**src/rtl/regfile_2r1w_param.sv**
```systemverilog
// regfile_2r1w_param: 2-read/1-write register file with write-first bypass, zero register and bulk-clear sweep
module regfile_2r1w_param #(
    parameter int DATA_W   = 32,
    parameter int ADDR_W   = 5,
    parameter int DEPTH    = 32,
    parameter int ZERO_REG = 1
) (
    input  logic              clk,
    input  logic              reset,
    input  logic              we,
    input  logic [ADDR_W-1:0] waddr,
    input  logic [DATA_W-1:0] wdata,
    input  logic              re1,
    input  logic [ADDR_W-1:0] raddr1,
    output logic [DATA_W-1:0] rdata1,
    output logic              rvalid1,
    input  logic              re2,
    input  logic [ADDR_W-1:0] raddr2,
    output logic [DATA_W-1:0] rdata2,
    output logic              rvalid2,
    input  logic              clr_req,
    output logic              busy
);
    localparam int IW = (DEPTH > 1) ? $clog2(DEPTH) : 1;
    localparam logic [ADDR_W:0] DEPTH_L = (ADDR_W + 1)'(DEPTH);
    localparam logic [ADDR_W-1:0] LAST = ADDR_W'(DEPTH - 1);
    localparam logic [0:0] S_IDLE = 1'b0;
    localparam logic [0:0] S_CLEAR = 1'b1;
    logic [DATA_W-1:0] mem_q [DEPTH];
    logic [DATA_W-1:0] mem_d [DEPTH];
    logic [DATA_W-1:0] rdata1_q, rdata1_d, rdata2_q, rdata2_d, rd1_val, rd2_val;
    logic              rvalid1_q, rvalid1_d, rvalid2_q, rvalid2_d, wr_ok;
    logic [0:0]        state_q, state_d;
    logic [ADDR_W-1:0] idx_q, idx_d;
    assign busy    = (state_q == S_CLEAR);
    assign rdata1  = rdata1_q;
    assign rdata2  = rdata2_q;
    assign rvalid1 = rvalid1_q;
    assign rvalid2 = rvalid2_q;
    assign wr_ok = we && !busy && ({1'b0, waddr} < DEPTH_L) && !(ZERO_REG != 0 && waddr == '0);
    // Range checks are done on the full address; the array index only needs the low bits.
    assign rd1_val = ((ZERO_REG != 0 && raddr1 == '0) || ({1'b0, raddr1} >= DEPTH_L)) ? '0 :
                     (wr_ok && waddr == raddr1) ? wdata : mem_q[raddr1[IW-1:0]];
    assign rd2_val = ((ZERO_REG != 0 && raddr2 == '0) || ({1'b0, raddr2} >= DEPTH_L)) ? '0 :
                     (wr_ok && waddr == raddr2) ? wdata : mem_q[raddr2[IW-1:0]];
    always_comb begin
        mem_d = mem_q;
        if (state_q == S_CLEAR) mem_d[idx_q[IW-1:0]] = '0;
        else if (wr_ok) mem_d[waddr[IW-1:0]] = wdata;
        rvalid1_d = re1 && !busy;
        rvalid2_d = re2 && !busy;
        rdata1_d  = rvalid1_d ? rd1_val : rdata1_q;
        rdata2_d  = rvalid2_d ? rd2_val : rdata2_q;
        state_d   = (state_q == S_IDLE) ? (clr_req ? S_CLEAR : S_IDLE) :
                    ((idx_q == LAST) ? S_IDLE : S_CLEAR);
        idx_d     = (state_q == S_CLEAR && idx_q != LAST) ? idx_q + 1'b1 : '0;
    end
    always_ff @(posedge clk or negedge reset) begin
        if (!reset) begin
            for (int i = 0; i < DEPTH; i++) mem_q[i] <= '0;
            rdata1_q  <= '0;
            rdata2_q  <= '0;
            rvalid1_q <= 1'b0;
            rvalid2_q <= 1'b0;
            state_q   <= S_IDLE;
            idx_q     <= '0;
        end else begin
            mem_q     <= mem_d;
            rdata1_q  <= rdata1_d;
            rdata2_q  <= rdata2_d;
            rvalid1_q <= rvalid1_d;
            rvalid2_q <= rvalid2_d;
            state_q   <= state_d;
            idx_q     <= idx_d;
        end
    end
endmodule

```
**config.mk**
```make
export PLATFORM = sky130hd
export DESIGN_NAME = regfile_2r1w_param
export DESIGN_NICKNAME = d
export VERILOG_FILES = /design/src/rtl/regfile_2r1w_param.sv
export SDC_FILE = /design/constraint.sdc
export NUM_CORES = 2
export LEC_CHECK = 0
export CAP_MARGIN = 25
export CORE_MARGIN = 5
export CORE_UTILIZATION = 58
export DETAILED_ROUTE_END_ITERATION = 10
export DONT_BUFFER_PORTS = 1
export MAX_ROUTING_LAYER = met4
export PLACE_DENSITY = 0.77
export SLEW_MARGIN = 20
export SYNTH_ARGS = -nofsm -noshare
export SYNTH_HDL_FRONTEND = slang
export SYNTH_SLANG_ARGS = --single-unit
```
**constraint.sdc**
```tcl
create_clock -name clk -period 4.9 [get_ports clk]
set_input_delay 0.49 -clock clk [delete_from_list [all_inputs] [get_ports clk]]
set_output_delay 0.49 -clock clk [all_outputs]
set_load 0.01 [all_outputs]
```
# Word level (Yosys, flattened, before mapping)
# Cells that the tools add are included.
dict set report word_totals {
  regBits 1096
  word_cells 91
  in_bits 53
}
dict set report op_classes {
  n_lt_le_gt_ge 6
  n_reduce_logical 15
  add_sub_neg 1
  n_eq_ne 4
  n_mux 21
  n_bitwise 6
}
# cell count
set ops {}
lappend ops {{$mux W1024} 2}
lappend ops {{$and A1024 B1024 Y1024} 1}
lappend ops {{$bwmux W1024} 1}
lappend ops {{$not A1024 Y1024} 1}
lappend ops {{$bmux W32 S5} 2}
lappend ops {{$demux W32 S5} 2}
lappend ops {{$mux W32} 10}
lappend ops {{$ge A6 B6 Y1 const B} 4}
lappend ops {{$not A5 Y6} 4}
lappend ops {{$logic_not A5 Y1} 3}
lappend ops {{$lt A6 B1 Y1 const B} 2}
lappend ops {{$eq A5 B5 Y1} 2}
lappend ops {{$logic_and A1 B1 Y1} 9}
lappend ops {{$add A5 B1 Y5 const B} 1}
lappend ops {{$eq A5 B5 Y1 const B} 1}
lappend ops {{$mux W5} 1}
lappend ops {{$ne A5 B5 Y1 const B} 1}
lappend ops {{$mux W1} 3}
lappend ops {{$logic_not A1 Y1} 2}
lappend ops {{$reduce_bool A2 Y1} 1}

# Depth between registers and ports, before layout
dict set report logic_depth {
  ltp_word 8
  ltp_mapped 9
  mapped_depth_nobuf 5
}

# Worst setup path before layout
# No wires, ideal clock.
dict set report synth_timing {
  kind {input -> register}
  from {input port raddr1[0]}
  to {register rdata1_q[10], in the netlist rdata1[10]}
  stages 6
  setup_ns 0.124
  required_time_ns 4.776
  arrival_time_ns 2.242
  n_path_buf 2
  path_slack_ns 2.534
  path_cell_list {buf_2 > buf_1 > mux4_2 > a22oi_1 > nand2_1 > a211o_1}
}
dict set report synth_via {
  elab_chain_cells 6
}
# element line
set synth_rtl {}
lappend synth_rtl {{from (decl)} 14} ;# input logic [ADDR_W-1:0] raddr1,
lappend synth_rtl {{$not A5 Y6 (not written as such)} 43} ;# (wr_ok && waddr == raddr1) ? wdata : mem_q[raddr1[IW-1:0]];
lappend synth_rtl {{$bmux W32 S5} 43}
lappend synth_rtl {{$mux W32 (not written as such) (2 in series)} 43}
lappend synth_rtl {{$mux W32} 43}
lappend synth_rtl {{$mux W32 *} 42} ;# assign rd1_val = ((ZERO_REG != 0 && raddr1 == '0) || ({1'b0, raddr1} >= DEPTH_L)) ? '0 :
lappend synth_rtl {{to (signal assigned)} 69} ;# rdata1_q <= rdata1_d;
lappend synth_rtl {{to (decl)} 31} ;# logic [DATA_W-1:0] rdata1_q, rdata1_d, rdata2_q, rdata2_d, rd1_val, rd2_val;
# Every way passes the cells marked *; elsewhere a longest branch is shown, timed or not. The select of a mux whose other input is x is not followed.
# A chain may end at the register's enable or synchronous reset.

# Worst setup path in the final report
dict set report layout_timing {
  from {register state_q, in the netlist busy}
  to {register mem_q[692] (netlist bit)}
}
dict set report layout_via {
  elab_chain_cells 4
}
# element line
set layout_rtl {}
lappend layout_rtl {{from (decl)} 33} ;# logic [0:0] state_q, state_d;
lappend layout_rtl {{from (signal assigned)} 73} ;# state_q <= state_d;
lappend layout_rtl {{$logic_not A1 Y1} 40} ;# assign wr_ok = we && !busy && ({1'b0, waddr} < DEPTH_L) && !(ZERO_REG != 0 && waddr == '0);
lappend layout_rtl {{$logic_and A1 B1 Y1 (2 in series)} 40}
lappend layout_rtl {{$reduce_bool A2 Y1 (no line)} -}
lappend layout_rtl {{to (signal assigned)} 68} ;# mem_q <= mem_d;
lappend layout_rtl {{to (decl)} 29} ;# logic [DATA_W-1:0] mem_q [DEPTH];
# Parallel ways exist; a longest one is shown, timed or not.

==> summary.txt <==
status: complete, but fails checks
failing checks: negative hold slack, max-slew violations
final setup margin: 1.35 ns
count of TritonRoute iterations in the first routing pass: 6
cell family with most CP delay: simple AND/OR/NAND/NOR gates
vias in the first global route: 42800
first-pass GRT wire length: 291000 µm
Die ar.: 0.102 mm²
kind of end point of the critical path: flop
Worst Tran Pin Value: 2.02 ns
Sw Pwr: 6000 µW
Int Pwr: 15700 µW
layout cells sized above 1: 19.9%
htree depth: 3
die width: 319 µm
Worst-path clk slew: 0.06 ns
most frequent cell after synthesis: dfrtp_1
Final Skew: 0.0261 ns
register area share after synthesis: 49.6%
Top Ports: 120
drt via density: 8.21
Core Area: 0.0947 mm²
worst slack at placement: 1.45 ns
Syn Nets: 4170
r2r startpoint: busy$_DFF_PN0_
most frequent cells after synthesis: dfrtp_1 (1096), a22o_1 (1056), clkbuf_1 (410), mux4_2 (384), mux2i_1 (256)
Lkg Pwr: 0.0273 µW
Site Rows: 113
post-cts sizing count: 0
Post-DP HPWL: 108000 µm
CTS tree: built
Crit path largest cell delay: 1.14 ns
clock root cell: clkbuf_16
DRC violations left: 0
CP Max Fanout: 33
min cycle time layout: 3.55 ns
WHS: -0.214 ns
total placed cells including tap cells: 4918
post-route cell area: 0.0607 mm²
Sink Count: 1096
Max-cap violations: 0
Max Buffers Root-to-Sink: 3
ys flop type: dfrtp_1
initial DRC count: 6331
Post-synth EDFFs: 0
Reg power frac: 46.1%
Post-synth ARST share: 100%
Mapped Cells: 4112
crit path kind: reg2reg
hold_buf cts: 33
type of origin of the critical path: flop
DIE HEIGHT: 319 µm
FF-to-FF End: mem_q[692]$_DFFE_PN0P_
slowest CP cell: nor2_4
Pwr Density: 358 mW/mm²
grt ovf: 0
Worst R2R Setup Slack: 1.35 ns
CP required: 5.48 ns
post-CTS setup buffer count: 0
hold crit path type: in2async
fin. max-slew vios: 137
Levels on crit path: 7
Total Wirelength: 198000 µm
antenna violations before repair: 9
mapped cell area: 0.0553 mm²
gpl congestion: 0.910
Buf+Inv Stages, Crit Path: 2
largest net degree at the start of global routing: 1097
Cell variety after synth: 41
leading area contributor after synthesis: dfrtp_1
area grow syn2layout: 9.81%
drt wl/cell: 38.2 µm
count of nets after finishing: 3866
setup TNS: 0 ns
via count: 42400
Syn Area/Cell: 13.4 µm²
RSZ-0062 raised after global routing: no
Fmax achieved: 0.282 GHz
TritonCTS buffer count: 111
fin cells: 5169
Seq cells post-synth: 1096
FILL cells: 6724
Port Buffers: 0
switching share of power: 27.6%
Max rail drop VDD: 0.000330 V
Slew HR: -34.9%
clock share of power: 40.6%
Gate power share: 13.4%
post-route ant nets: 0
placed inst area: 0.0561 mm²
Synth top area share: 49.6%
R2R depth: 7
worst path cell trace: buf_4 -> nor2b_2 -> nand3b_1 -> nor2_4 -> a21oi_4 -> buf_16 -> a22o_1
Initial Util: 58.4%
Area contributors post-synth: dfrtp_1 (50%), a22o_1 (17%), mux4_2 (16%)
Total GRT Usage: 39.3%
worst-skew pair later-pin latency: 0.70 ns
# setup viols final: 0
yosys synthesis warning count: 0
CP Data Arrival Time: 4.13 ns
fin crit share: 72.4%
endpoints failing hold: 65
[registers in the layout, summed over array words and instances (netlist names)]
signal	count
busy	1
rdata1	32
rdata2	32
rvalid1	1
mem_q	1024
rvalid2	1
idx_q	5
[worst max path at each step]
stage                   start                     end
6_report       busy$_DFF_PN0_  mem_q[692]$_DFFE_PN0P_
2_1_floorplan       raddr1[0]  rdata1[10]$_DFFE_PN0P_
3_5_place_dp   busy$_DFF_PN0_  mem_q[685]$_DFFE_PN0P_
3_3_place_gp   busy$_DFF_PN0_  mem_q[688]$_DFFE_PN0P_
4_1_cts        busy$_DFF_PN0_  mem_q[680]$_DFFE_PN0P_
5_1_grt        busy$_DFF_PN0_  mem_q[692]$_DFFE_PN0P_
[through the flow]
step	total power, µW	utilization (%)	hold slack [ns]
floorplan	11800	-	0.194
global placement	12400	59.1	0.318
detailed placement	12500	59.2	0.318
CTS	21400	63.8	-0.400
global route	22200	64.1	0.00277
finish	21700	64.1	-0.214
[cell type report]
type | count | area, µm² | area share (%)
Sequential cell | 1096 | 27400 | 45.2
Antenna cell | 10 | 25.0 | 0.0412
Clock inverter | 39 | 487 | 0.802
Timing Repair Buffer | 132 | 1630 | 2.68
Multi-Input combinational cell | 2456 | 26300 | 43.3
Clock buffer | 160 | 3220 | 5.31
Inverter | 11 | 41.3 | 0.0680
Tap cell | 1265 | 1580 | 2.61
[per-layer routing]
metal,wire length [µm],GRT usage (%)
met1,69000,50.7
met2,83500,53.3
met3,31600,16.3
met4,13600,21.2
met5,0,-
[placed cells by master, fill, tap and decap left out, types with 4 or more instances in the layout]
cell / netlist / routed
clkbuf_1: 410 / 25
nor2b_4: 0 / 4
nand3b_1: 5 / 5
inv_1: 11 / 9
buf_16: 0 / 11
mux4_2: 384 / 384
a21oi_4: 0 / 31
nor2_1: 38 / 10
nand2_1: 72 / 72
ha_1: 5 / 5
and2_2: 0 / 4
a22oi_1: 192 / 192
clkbuf_16: 0 / 113
dfrtp_1: 1096 / 1096
diode_2: 0 / 10
buf_4: 4 / 86
a221oi_1: 128 / 128
nand3_1: 6 / 6
a21oi_1: 97 / 66
o21ai_0: 65 / 65
nor2_4: 0 / 35
a211o_1: 64 / 64
bufinv_16: 0 / 10
and2_1: 40 / 36
clkinv_2: 0 / 20
buf_12: 0 / 33
xnor2_1: 11 / 11
clkbuf_8: 0 / 22
mux2i_1: 256 / 256
a22o_1: 1056 / 1056
[worst register-to-register path, delay by kind of cell, from the launching register on]
family                 cells  cell delay [ns]
AOI/OAI and AO/OA          2             0.49
DFF                        1             0.36
and+or+nand+nor            3             2.12
buffers and inverters      2             0.46
[power by group through the flow]
stage | registers, µW | clock network [µW] | logic, µW
finish | 10000 | 8810 | 2900
global route | 10000 | 9190 | 2990
CTS | 9990 | 8790 | 2600
detailed placement | 10100 | 0 | 2380
global placement | 10100 | 0 | 2310
floorplan | 9950 | 0 | 1870
[cells by family (layout without fill, tap and decap cells)]
family | Yosys count | in the layout | share of synthesized area [%]
buffers and inverters | 560 | 342 | 4.07
AND/OR/NAND/NOR | 194 | 194 | 1.82
adder cells (fa/ha/maj) | 5 | 5 | 0.113
AO/OA/AOI/OAI | 1605 | 1605 | 23.9
other | 0 | 10 | 0
flip-flops | 1096 | 1096 | 49.6
multiplexers | 640 | 640 | 20.3
XOR/XNOR | 12 | 12 | 0.190
(Power assumes the default switching activity.)
